## config.mk

```make
export PLATFORM = sky130hd
export DESIGN_NAME = keypad_digit_rx
export DESIGN_NICKNAME = d
export VERILOG_FILES = /design/src/rtl/keypad_digit_rx.sv
export SDC_FILE = /design/constraint.sdc
export NUM_CORES = 1
export LEC_CHECK = 0
export ABC_CLOCK_PERIOD_IN_PS = 1900
export BUFFER_PORTS_ARGS = -buffer_cell sky130_fd_sc_hd__buf_2
export CAP_MARGIN = 0
export CORE_ASPECT_RATIO = 1.2
export CORE_UTILIZATION = 45
export CTS_BUF_LIST = sky130_fd_sc_hd__clkbuf_16
export CTS_CLUSTER_DIAMETER = 80
export DETAILED_ROUTE_END_ITERATION = 8
export PLACE_DENSITY = 0.69
export SYNTH_ARGS = -nofsm -noshare
export SYNTH_HDL_FRONTEND = slang
export SYNTH_SLANG_ARGS = --single-unit
```

## constraint.sdc

```tcl
create_clock -name int_osc -period 1.9 [get_ports int_osc]
set_input_delay 0.38 -clock int_osc [delete_from_list [all_inputs] [get_ports int_osc]]
set_output_delay 0.38 -clock int_osc [all_outputs]
set_load 0.1 [all_outputs]
```

## src/rtl/keypad_digit_rx.sv

```systemverilog
// rtl/keypad_digit_rx.sv - keypad strobe decoder with two-digit history and muxed seven-segment drive
// Decodes scanner key strobes to hex digits and time-multiplexes newest/previous digit onto two anodes.
module keypad_digit_rx #(
  parameter int REFRESH_CYCLES = 24000,
  parameter int DEAD_CYCLES    = 240
) (
  input  logic       int_osc,
  input  logic       reset,
  input  logic [7:0] keypress,
  input  logic       alarm,
  output logic [3:0] digit_new,
  output logic [3:0] digit_old,
  output logic       key_valid,
  output logic       key_error,
  output logic [6:0] seg,
  output logic [1:0] an
);

  localparam int CW = $clog2(REFRESH_CYCLES);
  localparam logic [CW-1:0] LAST_COUNT = CW'(REFRESH_CYCLES - 1);
  localparam logic [CW-1:0] DEAD_COUNT = CW'(DEAD_CYCLES);

  // Returns {found, index} for a nibble with exactly one low bit.
  function automatic logic [2:0] find_zero(input logic [3:0] v);
    case (v)
      4'b1110: find_zero = 3'b100;
      4'b1101: find_zero = 3'b101;
      4'b1011: find_zero = 3'b110;
      4'b0111: find_zero = 3'b111;
      default: find_zero = 3'b000;
    endcase
  endfunction

  function automatic logic [3:0] key_digit(input logic [1:0] r, input logic [1:0] c);
    case ({r, c})
      4'b00_00: key_digit = 4'h1;
      4'b00_01: key_digit = 4'h2;
      4'b00_10: key_digit = 4'h3;
      4'b00_11: key_digit = 4'hA;
      4'b01_00: key_digit = 4'h4;
      4'b01_01: key_digit = 4'h5;
      4'b01_10: key_digit = 4'h6;
      4'b01_11: key_digit = 4'hB;
      4'b10_00: key_digit = 4'h7;
      4'b10_01: key_digit = 4'h8;
      4'b10_10: key_digit = 4'h9;
      4'b10_11: key_digit = 4'hC;
      4'b11_00: key_digit = 4'hE;
      4'b11_01: key_digit = 4'h0;
      4'b11_10: key_digit = 4'hF;
      default:  key_digit = 4'hD;
    endcase
  endfunction

  function automatic logic [6:0] hex_font(input logic [3:0] d);
    case (d)
      4'h0: hex_font = 7'b1000000;
      4'h1: hex_font = 7'b1111001;
      4'h2: hex_font = 7'b0100100;
      4'h3: hex_font = 7'b0110000;
      4'h4: hex_font = 7'b0011001;
      4'h5: hex_font = 7'b0010010;
      4'h6: hex_font = 7'b0000010;
      4'h7: hex_font = 7'b1111000;
      4'h8: hex_font = 7'b0000000;
      4'h9: hex_font = 7'b0010000;
      4'hA: hex_font = 7'b0001000;
      4'hB: hex_font = 7'b0000011;
      4'hC: hex_font = 7'b1000110;
      4'hD: hex_font = 7'b0100001;
      4'hE: hex_font = 7'b0000110;
      default: hex_font = 7'b0001110;
    endcase
  endfunction

  logic          alarm_q;
  logic [1:0]    loaded;
  logic [CW-1:0] refresh_cnt;
  logic          sel;

  logic [2:0] row_hit;
  logic [2:0] col_hit;
  logic       strobe;
  logic       code_ok;
  logic [3:0] decoded;
  logic       slot_loaded;
  logic [6:0] next_seg;
  logic [1:0] next_an;

  always_comb begin
    row_hit     = find_zero(keypress[3:0]);
    col_hit     = find_zero(keypress[7:4]);
    strobe      = alarm & ~alarm_q;
    code_ok     = row_hit[2] & col_hit[2];
    decoded     = key_digit(row_hit[1:0], col_hit[1:0]);
    slot_loaded = sel ? (loaded == 2'd2) : (loaded != 2'd0);
    next_an     = 2'b11;
    next_seg    = 7'b1111111;
    // Dead window at slot start keeps the outgoing digit from ghosting onto the other anode.
    if (refresh_cnt >= DEAD_COUNT && slot_loaded) begin
      next_an  = sel ? 2'b01 : 2'b10;
      next_seg = hex_font(sel ? digit_old : digit_new);
    end
  end

  always_ff @(posedge int_osc) begin
    if (reset) begin
      alarm_q     <= 1'b0;
      loaded      <= 2'd0;
      refresh_cnt <= '0;
      sel         <= 1'b0;
      digit_new   <= 4'h0;
      digit_old   <= 4'h0;
      key_valid   <= 1'b0;
      key_error   <= 1'b0;
      seg         <= 7'b1111111;
      an          <= 2'b11;
    end else begin
      alarm_q   <= alarm;
      key_valid <= 1'b0;
      key_error <= 1'b0;
      if (strobe) begin
        if (code_ok) begin
          digit_old <= digit_new;
          digit_new <= decoded;
          key_valid <= 1'b1;
          if (loaded != 2'd2) loaded <= loaded + 2'd1;
        end else begin
          key_error <= 1'b1;
        end
      end
      if (refresh_cnt == LAST_COUNT) begin
        refresh_cnt <= '0;
        sel         <= ~sel;
      end else begin
        refresh_cnt <= refresh_cnt + 1'b1;
      end
      seg <= next_seg;
      an  <= next_an;
    end
  end

endmodule

```

## Word level (Yosys, flattened, before mapping)

Memories as Yosys holds them, arrays and structs flattened. A register that Yosys moved wholly into a read port is not among the register bits.
Index checks and enable logic that the tools add are counted.
Widths: inputs -> output; s select.

| word-level totals | value |
|---|---|
| output and inout port bits | 19 |
| memories | 2 |
| bits in registers | 27 |
| ROM bits | 176 |
| input port bits | 11 |
| word-level logic and storage cells | 44 |

| operators by class | value |
|---|---|
| add/sub/neg operators | 2 |
| eq/ne operators | 11 |
| bitwise gates (word level) | 6 |
| reduce and logical (&&, ||, !) cells | 7 |
| mux-type cells | 7 |
| $lt $le $gt $ge | 1 |

Memory list:

| name | depth | width | read ports | clocked after memory_dff | write ports | line | text |
|---|---|---|---|---|---|---|---|
| (no name shown) | 16 | 7 | 1 | 1 | 0 | 56 | `case (d)` |
| (no name shown) | 16 | 4 | 1 | 1 | 0 | 35 | `case ({r, c})` |

Operator list:

| cell | number |
|---|---|
| $eq 4x4->1 const B | 6 |
| $pmux 3 s4 | 2 |
| $add 15x1->15 const B | 1 |
| $eq 15x15->1 const B | 1 |
| $ge 15x8->1 const B | 1 |
| $eq 4x3->1 const B | 2 |
| $reduce_or 2->1 | 3 |
| $mux 4 | 1 |
| $not 1->1 | 4 |
| $mux 1 | 3 |
| $reduce_and 3->1 | 1 |
| $add 2x1->2 const B | 1 |
| $and 1x1->1 | 2 |
| $eq 2x2->1 const B | 1 |
| $mux 2 | 1 |
| $ne 2x2->1 const B | 1 |
| $reduce_and 2->1 | 1 |
| $reduce_bool 2->1 | 1 |
| $logic_and 1x1->1 | 1 |

## Longest topological paths before layout

| logic depth | value |
|---|---|
| word-level depth | 5 |
| mapped depth | 9 |
| mapped depth without buffers | 8 |

## Least setup slack after synthesis

No wires, ideal clock.

| path | value |
|---|---|
| path kind | reg2reg |
| start point | register digit_new[0] |
| end point | register seg[3] |
| required time | 1.767 ns |
| clock period less this slack | 2.407 ns |
| path buffers | 0 |
| arrival | 2.274 ns |
| cell stages (with the launch flop) | 7 |
| slack | -0.507 ns |
| setup time | 0.133 ns |
| cells stage by stage | dfxtp_1 > mux2_2 > inv_1 > ha_1 > inv_1 > mux4_2 > nand2b_1 |

| on the way | value |
|---|---|
| cells in the longest elaborated chain, start to end | 1 |

RTL lines:

| element | line | text |
|---|---|---|
| start, declared | 11 | `output logic [3:0] digit_new,` |
| $mux 4 | 102 | `next_seg = hex_font(sel ? digit_old : digit_new);` |
| end, declared | 15 | `output logic [6:0] seg,` |

Every way passes these cells.
A chain may end at the register's enable or synchronous reset.

## Worst setup path after layout

| path | value |
|---|---|
| start point | register sel |
| end point | register seg[3] |

| on the way | value |
|---|---|
| cells in the longest elaborated chain, start to end | 4 |

RTL lines:

| element | line | text |
|---|---|---|
| start, declared | 79 | `logic sel;` |
| start signal, assigned | 134 | `sel <= ~sel;` |
| $mux 1 | 96 | `slot_loaded = sel ? (loaded == 2'd2) : (loaded != 2'd0);` |
| $logic_and 1x1->1 | 100 | `if (refresh_cnt >= DEAD_COUNT && slot_loaded) begin` |
| $not 1->1 (no line) | - |  |
| $reduce_or 2->1 (no line) | - |  |

Several ways; a longest one is shown, not always the timed one.

==> results.yml <==
pwr:
  p_per_area_nw_per_um2: 769
  pwr-share-comb: 0.092
  power.switching_mw: 0.413
  ir_worst_vdd_v: 0.000384
  part_of_the_power_in_the_clock_network: 0.477
  switching_share: 0.219
  power_report.internal_total_mw: 1.48
  power.sequential.fraction: 0.431
  p_leak_nw: 0.945
sta:
  hold_viol: 0
  final-max-slew-violation-count: 0
  layout_setup_ws_ns: 0.0994
  timing.final.crit_share: 0.948
  layout_min_cycle_time_ns: 1.80
  max_freq_mhz: 555
  setup_violations: 0
  timing.clock.skew_ns: 0.00616
  tightestPinTransition_ns: 0.581
  fin_setup_tns_ns: 0
  worst_slew_margin_rel: 0.612
  grt_setup_unrepaired: "false"
floorplan:
  die_width_um: 63.8
  floorplan_die_area_um2: 4860
  initial_core_util: 0.477
  rows: 26
  boundaryPins: 30
  die-height_um: 76.2
  coreArea_um2: 4330
drt:
  via_per_inst: 5.21
  dr_total_vias: 1632
  drtPass1Iterations: 4
  finalWirelength_um: 3820
  route.antenna.remaining_nets: 0
  drt_first_iter_violations: 92
  wl_cell_um: 12.2
  route.detailed.drc: 0
synthesis:
  edff_count_synth: 0
  portion_of_the_post_synthesis_area_used_by_sequential_elements: 0.369
  main_combinational_cell_family_by_area_after_synthesis: "simple AND/OR/NAND/NOR gates"
  post_synth_xor_area_fraction: 0.0764
  synth.cell_area_um2: 2060
  post_synthesis_share_of_cell_area_spent_on_and_or_nand_and_nor_gates: 0.198
  synth_mux_area_frac: 0.0764
  ys_async_rst_share: 0
  synth-compound-area-share: 0.141
  synth_area_in_adders: 0.0849
  ys_warn_count: 0
  synth_top_cell_area_share: 0.369
  yosys_most_used_dff: "sky130_fd_sc_hd__dfxtp_1"
  synth_cell_types: 48
  post_synth_inst_count: 222
  synth_nets: 247
  synth_top_cells_by_area: "sky130_fd_sc_hd__dfxtp_1, sky130_fd_sc_hd__ha_1, sky130_fd_sc_hd__mux2i_1, sky130_fd_sc_hd__xor2_1, sky130_fd_sc_hd__nor2_1"
  yosysTopAreaCell: "sky130_fd_sc_hd__dfxtp_1"
  postSynthRegisterBits: 38
  post_synthesis_area_per_instance_um2: 9.29
global_routing:
  grt_pass1_wl_um: 6690
  grt.overflow.total: 0
  pin_count_of_the_biggest_net_entering_global_routing: 16
  antenna_violations_before_repair: 0
  global_route.usage.total: 0.173
  first_global_vias: 1563
layout:
  sequential_cell_area_um2: 781
  synthToLayoutAreaGrowth_pct: 19.0
  insertedDiodeCount: 0
  post_route_cells_drive_above_1_share: 0.249
  area_of_combinational_cells_with_multiple_inputs_um2: 1190
  num-fill-cells: 380
  final_net_count: 281
cts:
  cts-hold-fix-buffers: 0
  cts_inserted_buffers: 5
  cts_root_buf: "sky130_fd_sc_hd__clkbuf_16"
  insertion_delay_ns: 0.28
  h-tree-depth: 2
  tritoncts_clock_tree: "built"
  tritoncts_num_sinks: 38
  postCtsResizedCells: 0
  cts.path.max_buffers: 2
  worst_setup_hold_path_clk_slew_ns: 0.05
  postCtsSetupRepairBufs: 0
worst_setup_path:
  timing.critical_path.arrival_ns: 1.94
  crit-reg2reg-capture: "seg[3]"
  most_used_cell_cp: "sky130_fd_sc_hd__inv_1"
  timing.reg2reg.worst_path_depth: 6
  cpPeakStageDelay_ns: 0.43
  crit_slowest_cell: "sky130_fd_sc_hd__mux4_2"
  timing.setup.critical_path_class: "flop to flop"
  r2r_setup_slack_ns: 0.1
  critical_path.cell_chain: "mux2_2 -> inv_1 -> ha_1 -> inv_1 -> mux4_2 -> nand2b_1"
  number_of_buffer_and_inverter_instances_along_the_worst_setup_path: 2
  worst_path_dominant_cell_family: "multiplexers"
  regToRegStartpoint: "sel"
  timing.critical_path.to_type: "flop"
  worst_setup_path_start_kind: "flop"
  critical_path_peak_fanout: 5
  critPathRequiredTime_ns: 2.04
placed_design:
  pre_cts_slack_ns: 0.0619
  io_buffer_count: 29
  gp_routability_congestion: 0.859
  dp_hpwl_um: 2800
hold_path:
  worstHoldEndpoint: "alarm_q"
  hp-start: "alarm"
  hold_class: "input port to flop"
  hold_path_depth: 2
flow_run:
  drv.max_cap_violation_count: 0
outcome:
  status: "finished, final reports clean"
## power groups by stage
| stage | sequential, mW | clock (mW) | combinational [mW] |
|---|---|---|---|
| global placement | 0.830 | 0 | 0.171 |
| global route | 0.814 | 0.957 | 0.193 |
| floorplan | 0.855 | 0 | 0.108 |
| CTS | 0.813 | 0.924 | 0.175 |
| detailed placement | 0.830 | 0 | 0.174 |
| finish | 0.813 | 0.901 | 0.174 |
## state kept, by name, summed over array words and instances, names as in the netlist
name / cells
alarm_q: 1
loaded: 2
digit_new: 4
sel: 1
an: 2
key_valid: 1
digit_old: 4
key_error: 1
refresh_cnt: 15
seg: 7
## through the flow
stage | cell area, um2 | std cells | power [mW] | utilization | hold slack, ns
detailed placement | 2290 | 305 | 1.00 | 0.530 | 0.494
floorplan | 2080 | 222 | 0.963 | - | 0.441
global route | 2460 | 313 | 1.96 | 0.568 | 0.354
global placement | 2290 | 305 | 1.00 | 0.530 | 0.485
CTS | 2450 | 313 | 1.91 | 0.567 | 0.349
finish | 2460 | 313 | 1.89 | 0.568 | 0.352
## area by class of cell
cell class,instances,area share
Tap cell,56,0.0285
Clock inverter,3,0.0153
Inverter,13,0.0199
Clock buffer,5,0.0509
Multi-Input combinational cell,161,0.484
Sequential cell,38,0.318
Timing Repair Buffer,37,0.0835
## routing by layer
layer	wire length, um	track usage
met5	0	0
met4	87	0.0864
met3	102	0.0374
met2	1790	0.287
met1	1840	0.206
## cells by family after synthesis
| kind of cell | count (synthesis) |
|---|---|
| flops | 38 |
| fa+ha+maj | 14 |
| compound gates | 38 |
| mux | 14 |
| buf+inv | 23 |
| simple gates | 77 |
| xor+xnor | 18 |
## placed cells by master, fill, tap and decap left out, drive strengths merged, types with 2 or more instances in the layout
cell type | Yosys | layout
nor2 | 24 | 24
o21ai | 6 | 6
o22ai | 2 | 2
nor3 | 5 | 5
inv | 13 | 15
mux2i | 9 | 9
buf | 9 | 37
nand2 | 11 | 11
xor2 | 10 | 10
dfxtp | 38 | 38
ha | 14 | 14
o2bb2ai | 2 | 2
clkbuf | 1 | 5
nor4 | 3 | 3
a21oi | 12 | 12
xnor2 | 8 | 8
nand4 | 4 | 4
nand4b | 2 | 2
a211oi | 4 | 4
mux2 | 4 | 4
o221ai | 3 | 3
and2 | 2 | 2
nand2b | 5 | 5
nor2b | 2 | 2
and3 | 3 | 3
nand3 | 10 | 10
## worst max path at each step
stage | from | end | slack [ns] | depth (start not counted)
after floorplan | digit_old[2] | seg[3] | 0.0006 | 3
after global placement | keypress[1] | loaded[1] | 0.11 | 6
after detailed placement | sel | seg[3] | 0.06 | 6
after CTS | sel | seg[3] | 0.04 | 6
after global routing | sel | seg[3] | 0.008 | 6
final | sel | seg[3] | 0.1 | 6
## Yosys cell counts, types with 2 or more instances
master / count
sky130_fd_sc_hd__a211oi_1: 4
sky130_fd_sc_hd__a21oi_1: 12
sky130_fd_sc_hd__and2_1: 2
sky130_fd_sc_hd__and3_1: 2
sky130_fd_sc_hd__buf_2: 4
sky130_fd_sc_hd__buf_4: 2
sky130_fd_sc_hd__buf_6: 2
sky130_fd_sc_hd__dfxtp_1: 38
sky130_fd_sc_hd__ha_1: 14
sky130_fd_sc_hd__inv_1: 13
sky130_fd_sc_hd__mux2_2: 4
sky130_fd_sc_hd__mux2i_1: 9
sky130_fd_sc_hd__nand2_1: 11
sky130_fd_sc_hd__nand2b_1: 5
sky130_fd_sc_hd__nand3_1: 10
sky130_fd_sc_hd__nand4_1: 4
sky130_fd_sc_hd__nand4b_1: 2
sky130_fd_sc_hd__nor2_1: 23
sky130_fd_sc_hd__nor2b_1: 2
sky130_fd_sc_hd__nor3_1: 5
sky130_fd_sc_hd__nor4_1: 2
sky130_fd_sc_hd__o21ai_0: 6
sky130_fd_sc_hd__o221ai_1: 3
sky130_fd_sc_hd__o22ai_1: 2
sky130_fd_sc_hd__o2bb2ai_1: 2
sky130_fd_sc_hd__xnor2_1: 8
sky130_fd_sc_hd__xor2_1: 10
(Power assumes the default switching activity.)
